## src/rtl/rr_arbiter_hold.sv

```systemverilog
`default_nettype none
// ============================================================================
// Module   : rr_arbiter_hold
// Purpose  : N-way round-robin arbiter with a registered one-hot grant that
//            is held for a multi-beat transaction. A grant ends on the
//            owner's last beat, on request withdrawal, when the hold-cycle
//            limit forces rotation, or when the arbiter is disabled.
//            Release and re-arbitration happen in the same cycle, so
//            handovers are back-to-back with no idle bubble.
// Ports    : clk          - system clock, rising edge
//            srst_n       - synchronous active-low reset
//            en           - enable; low releases the grant, blocks new ones
//            req_vld[N]   - per-requester request valid
//            req_last[N]  - per-requester last-beat flag (qualified by vld)
//            o_grant[N]   - registered one-hot grant or zero
//            o_grant_idx  - binary index of the grant, 0 when idle
//            o_busy       - high while a grant is active
//            o_grant_cnt  - per-requester grant counters, N*CNT_W bits
//                           (only when RR_ARB_GRANT_CNT_EN is defined)
// Options  : RR_ARB_GRANT_CNT_EN - adds saturating per-requester counters of
//            newly issued grants
// Revision : 1.0 - initial release
// ============================================================================
module rr_arbiter_hold #(
  parameter int N        = 4,
  parameter int MAX_HOLD = 8,
  parameter int CNT_W    = 16
) (
  input  logic                          clk,
  input  logic                          srst_n,
  input  logic                          en,
  input  logic [N-1:0]                  req_vld,
  input  logic [N-1:0]                  req_last,
  output logic [N-1:0]                  o_grant,
  output logic [$clog2(N)-1:0]          o_grant_idx,
  output logic                          o_busy
`ifdef RR_ARB_GRANT_CNT_EN
  ,
  output logic [N*CNT_W-1:0]            o_grant_cnt
`endif
);

  localparam int IDX_W = $clog2(N);
  // hold counter only needs to reach MAX_HOLD; keep one bit when unlimited
  localparam int HC_W  = (MAX_HOLD > 0) ? $clog2(MAX_HOLD + 1) : 1;
  localparam logic [HC_W-1:0] HOLD_LIM = HC_W'(MAX_HOLD);

  localparam logic [0:0] S_IDLE  = 1'b0;
  localparam logic [0:0] S_GRANT = 1'b1;

  if (N < 2 || N > 32 || CNT_W < 1) begin : g_param_err
    $error("rr_arbiter_hold: illegal parameter (N must be 2..32, CNT_W >= 1)");
  end

  logic [0:0]       state_q, state_d;
  logic [N-1:0]     grant_q, grant_d;
  logic [IDX_W-1:0] idx_q,   idx_d;
  logic [IDX_W-1:0] ptr_q,   ptr_d;
  logic [HC_W-1:0]  hold_q,  hold_d;
  logic             busy_q,  busy_d;

  logic [IDX_W-1:0] win_idx;
  logic [IDX_W-1:0] cand;
  logic             any_req;
  logic             own_vld;
  logic             own_last;
  logic             hold_at_lim;
  logic             rel_own;
  logic             issue;

  // --------------------------------------------------------------------------
  // Round-robin scan: start just after ptr and wrap; first requester wins.
  // The previous owner is visited last, so it only wins when alone.
  // --------------------------------------------------------------------------
  always_comb begin
    win_idx = '0;
    any_req = 1'b0;
    cand    = '0;
    for (int k = 1; k <= N; k++) begin
      cand = IDX_W'((int'(ptr_q) + k) % N);
      if (!any_req && req_vld[cand]) begin
        any_req = 1'b1;
        win_idx = cand;
      end
    end
  end

  // Owner-side release terms. A last beat without valid is not a beat, and
  // only the owner's flags are looked at.
  assign own_vld     = req_vld[idx_q];
  assign own_last    = req_last[idx_q];
  assign hold_at_lim = (MAX_HOLD != 0) && (hold_q == HOLD_LIM);
  assign rel_own     = !own_vld || own_last || hold_at_lim;

  // --------------------------------------------------------------------------
  // State register
  // --------------------------------------------------------------------------
  always_ff @(posedge clk) begin
    if (!srst_n) begin
      state_q <= S_IDLE;
      grant_q <= '0;
      idx_q   <= '0;
      ptr_q   <= IDX_W'(N - 1);
      hold_q  <= '0;
      busy_q  <= 1'b0;
    end else begin
      state_q <= state_d;
      grant_q <= grant_d;
      idx_q   <= idx_d;
      ptr_q   <= ptr_d;
      hold_q  <= hold_d;
      busy_q  <= busy_d;
    end
  end

  // --------------------------------------------------------------------------
  // Next-state logic
  // --------------------------------------------------------------------------
  always_comb begin
    state_d = state_q;
    grant_d = grant_q;
    idx_d   = idx_q;
    ptr_d   = ptr_q;
    hold_d  = hold_q;
    busy_d  = busy_q;
    issue   = 1'b0;

    case (state_q)
      S_IDLE: begin
        if (en && any_req) begin
          issue = 1'b1;
        end
      end
      S_GRANT: begin
        if (!en) begin
          // disable: drop the grant but keep ptr so fairness resumes in place
          state_d = S_IDLE;
          grant_d = '0;
          idx_d   = '0;
          hold_d  = '0;
          busy_d  = 1'b0;
        end else if (rel_own) begin
          // ptr_q already equals the owner, so the scan starts past it
          if (any_req) begin
            issue = 1'b1;
          end else begin
            state_d = S_IDLE;
            grant_d = '0;
            idx_d   = '0;
            hold_d  = '0;
            busy_d  = 1'b0;
          end
        end else if (MAX_HOLD != 0) begin
          // cannot overflow: reaching the limit forces a release above
          hold_d = hold_q + HC_W'(1);
        end
      end
      default: begin
        state_d = S_IDLE;
        grant_d = '0;
        idx_d   = '0;
        hold_d  = '0;
        busy_d  = 1'b0;
      end
    endcase

    if (issue) begin
      state_d          = S_GRANT;
      grant_d          = '0;
      grant_d[win_idx] = 1'b1;
      idx_d            = win_idx;
      ptr_d            = win_idx;
      hold_d           = HC_W'(1);
      busy_d           = 1'b1;
    end
  end

  // --------------------------------------------------------------------------
  // Outputs (all straight from registers)
  // --------------------------------------------------------------------------
  always_comb begin
    o_grant     = grant_q;
    o_grant_idx = idx_q;
    o_busy      = busy_q;
  end

`ifdef RR_ARB_GRANT_CNT_EN
  // Counts newly issued grants only; holding an existing grant is not a new one.
  for (genvar i = 0; i < N; i++) begin : g_cnt
    logic [CNT_W-1:0] cnt_q;

    always_ff @(posedge clk) begin
      if (!srst_n) begin
        cnt_q <= '0;
      end else if (issue && (win_idx == IDX_W'(i)) && (cnt_q != {CNT_W{1'b1}})) begin
        cnt_q <= cnt_q + CNT_W'(1);
      end
    end

    assign o_grant_cnt[i*CNT_W +: CNT_W] = cnt_q;
  end
`endif

endmodule
`default_nettype wire

```

## config.mk

```make
export PLATFORM = sky130hd
export DESIGN_NAME = rr_arbiter_hold
export DESIGN_NICKNAME = d
export VERILOG_FILES = /design/src/rtl/rr_arbiter_hold.sv
export SDC_FILE = /design/constraint.sdc
export NUM_CORES = 1
export LEC_CHECK = 0
export CAP_MARGIN = 0
export CORE_MARGIN = 3
export CORE_UTILIZATION = 30
export DETAILED_ROUTE_END_ITERATION = 10
export DONT_BUFFER_PORTS = 1
export PLACE_DENSITY = 0.42
export SYNTH_ARGS = -nofsm -noshare
export SYNTH_HDL_FRONTEND = slang
export SYNTH_SLANG_ARGS = --single-unit
```

## constraint.sdc

```tcl
create_clock -name clk -period 2.7 [get_ports clk]
set_clock_uncertainty 0.2 [all_clocks]
set_input_delay 0.675 -clock clk [delete_from_list [all_inputs] [get_ports clk]]
set_output_delay 0.675 -clock clk [all_outputs]
set_load 0.005 [all_outputs]
```

==> impl_metrics.tcl <==
set metrics [dict create \
    post_cts_buffers 0 \
    antenna_found_initial 0 \
    pre_cts_slack_ps 359 \
    peakVddDrop_mv 0.225 \
    die_area_mm2 0.00325 \
    pin_count 18 \
    netlist.area_leader.share 0.359 \
    grt_overflow 0 \
    rsz0062_at_grt "no" \
    drtIter0Drc 26 \
    reg2reg_depth 4 \
    synth_seq_area_share 0.359 \
    synth.area.top_cells "dfxtp_1 (36%), nand2_1 (6.3%), a21oi_1 (5.8%)" \
    hold_path.class "primary input to register" \
    synth_area_um2 781 \
    rr_startpoint "o_grant_idx[1]" \
    synth_mux_area_frac 0.0545 \
    synth_top_family_by_area "simple AND/OR/NAND/NOR gates" \
    period_minus_slack_ps 2050 \
    tns_ps 0 \
    synthAdderAreaFrac 0.0321 \
    layout.nets 108 \
    grt_max_degree 9 \
    hold_viol 0 \
    dp_hpwl_um 1310 \
    grt_pass1_wl_um 3020 \
    finalSetupViolCount 0 \
    post_drt_wl_per_cell_um 13.8 \
    row_count 17 \
    core_area_mm2 0.00234 \
    synth_compound_area_frac 0.255 \
    start_util 0.334 \
    cts.sink_count 14 \
    htreeDepth 1 \
    clockBufferDepth 2 \
    cap_violations 0 \
    vias 648 \
    hold_end "ptr_q[0]" \
    critPathLaunchType "primary input" \
    place.gp.congestion 0.713 \
    yosysUniqueCellTypes 32 \
    hold-path-cell-count 1 \
    synth-xor-area-share 0 \
    regToRegSetupSlack_ps 720 \
    min_from "srst_n" \
    clock_latency_ps 270 \
    required_ps 2670 \
    maxSlewHeadroom 0.674 \
    finalMaxSlewViolations 0 \
    crit_fanout 7 \
    p_per_area_mw_per_mm2 503 \
    outcome "complete, no violations" \
    clock-root-buffer "clkbuf_4" \
    num_antenna_cells 0 \
    cts_resized 0 \
    clkTransAtPathRegs_ps 80 \
    dieHeight_um 57.0 \
    critPathCaptureType "register" \
    synthSimpleGateAreaFrac 0.261 \
    syn-num-nets 104 \
    drt-pass1-iter-count 4 \
    grt_pass1_vias 650 \
    tritoncts "yes" \
    worstMarginPinSlew_ps 488 \
    totalWireLength_um 1670 \
    max_freq_mhz 488 \
    path_class "primary input to register" \
    drive_above_1_share 0.118 \
    ant_nets 0 \
    numCtsBuffers 3 \
    post-route-period-util 0.760 \
    worst_slack_ps 649 \
    drc_errors 0 \
    cp.arrival_ps 2020 \
    fill_cells 263 \
    leakagePower_nw 0.308 \
    track_usage 0.118 \
    syn_area_per_cell_um2 8.58 \
    synth_top_area_cell "dfxtp_1" \
    port_buffers 0 \
    yosysWarnings 0 \
    avgViaCountPerCell 5.36 \
    dpl_cell_area_um2 812 \
    rr_endpoint "o_grant[1]" \
    syn_inst 91 \
    holdWs_ps 271 \
    cts_hold_buf 0 \
    dieWidth_um 57.0 \
    syn_to_final_growth_pct 6.89 \
    ys_ff_latch 14 \
    fin_area_um2 835 \
]
layout by cell type, fill, tap and decap left out, types with 2 or more instances in the layout:
cell	Yosys	routed
a211oi_1	3	3
a21oi_1	9	9
clkbuf_4	0	3
dfxtp_1	14	14
ha_1	2	2
inv_1	7	7
mux2i_1	2	2
nand2_1	13	13
nand2b_1	7	7
nand3_1	5	5
nor2_1	2	2
nor2b_1	2	2
o21ai_0	5	5
sequential cells by signal, indices dropped and copies added, names as in the netlist:
register	count
o_busy	1
state_q	1
o_grant_idx	2
ptr_q	2
o_grant	4
hold_q	4
kinds of logic after synthesis:
group                      Yosys count
AOI/OAI and AO/OA                   26
adders and majority gates            2
buffers and inverters                8
DFF                                 14
muxes                                3
and+or+nand+nor                     38
stage by stage:
step | cells | utilization | power, mW
after floorplan | 91 | - | 0.294
after global placement | 118 | 0.347 | 0.310
after detailed placement | 118 | 0.347 | 0.310
after CTS | 121 | 0.357 | 0.427
after global routing | 121 | 0.357 | 0.448
final | 121 | 0.357 | 0.419
synthesized netlist by cell type:
master and instances:
dfxtp_1 14, nand2_1 13, a21oi_1 9, inv_1 7, nand2b_1 7, nand3_1 5
o21ai_0 5, a211oi_1 3, ha_1 2, mux2i_1 2, nor2_1 2, nor2b_1 2
a211o_2 1, a31oi_4 1, a32oi_1 1, and2_1 1, and2_2 1, and3_1 1
and3b_1 1, clkbuf_1 1, mux4_2 1, nand3b_1 1, nor2b_2 1, nor3_1 1
o21a_1 1, o21ai_4 1, o221ai_1 1, o22ai_1 1, o22ai_4 1, o31ai_1 1
or2_2 1, or4b_1 1
per-layer routing:
layer	GRT usage	wire length, µm
met5	0	0
met1	0.165	833
met4	0.0497	31
met2	0.168	674
met3	0.0339	129
report_power, final:
part	internal, mW	leakage, nW	switching (mW)
clock	0.0516	0.0138	0.0635
sequential	0.219	0.115	0.0137
combinational	0.0310	0.180	0.0405
final cells by class:
| cell class | instances | area, µm² | area share |
|---|---|---|---|
| multi-input cells | 69 | 470 | 0.564 |
| flip-flops and latches | 14 | 280 | 0.336 |
| well taps | 28 | 35.0 | 0.0420 |
| inverters | 7 | 26.3 | 0.0315 |
| clock buffers | 3 | 22.5 | 0.0270 |
how the worst max path moves through the flow:
stage                 endpoint  slack (ps)  depth (start not counted)   startpoint
finish              o_grant[1]         650                          5  req_last[3]
global route        o_grant[0]         590                          7    hold_q[0]
CTS                 o_grant[1]         660                          5  req_last[3]
detailed placement  o_grant[1]         360                          5  req_last[3]
global placement    o_grant[1]         390                          5  req_last[3]
floorplan           o_grant[1]         470                          5  req_last[3]
worst max-delay path, stage by stage:
cell,delay [ps]
nand2b_1,130
mux4_2,600
o21ai_4,260
and3b_1,200
o21a_1,150
Power figures use the tool's default switching activity.
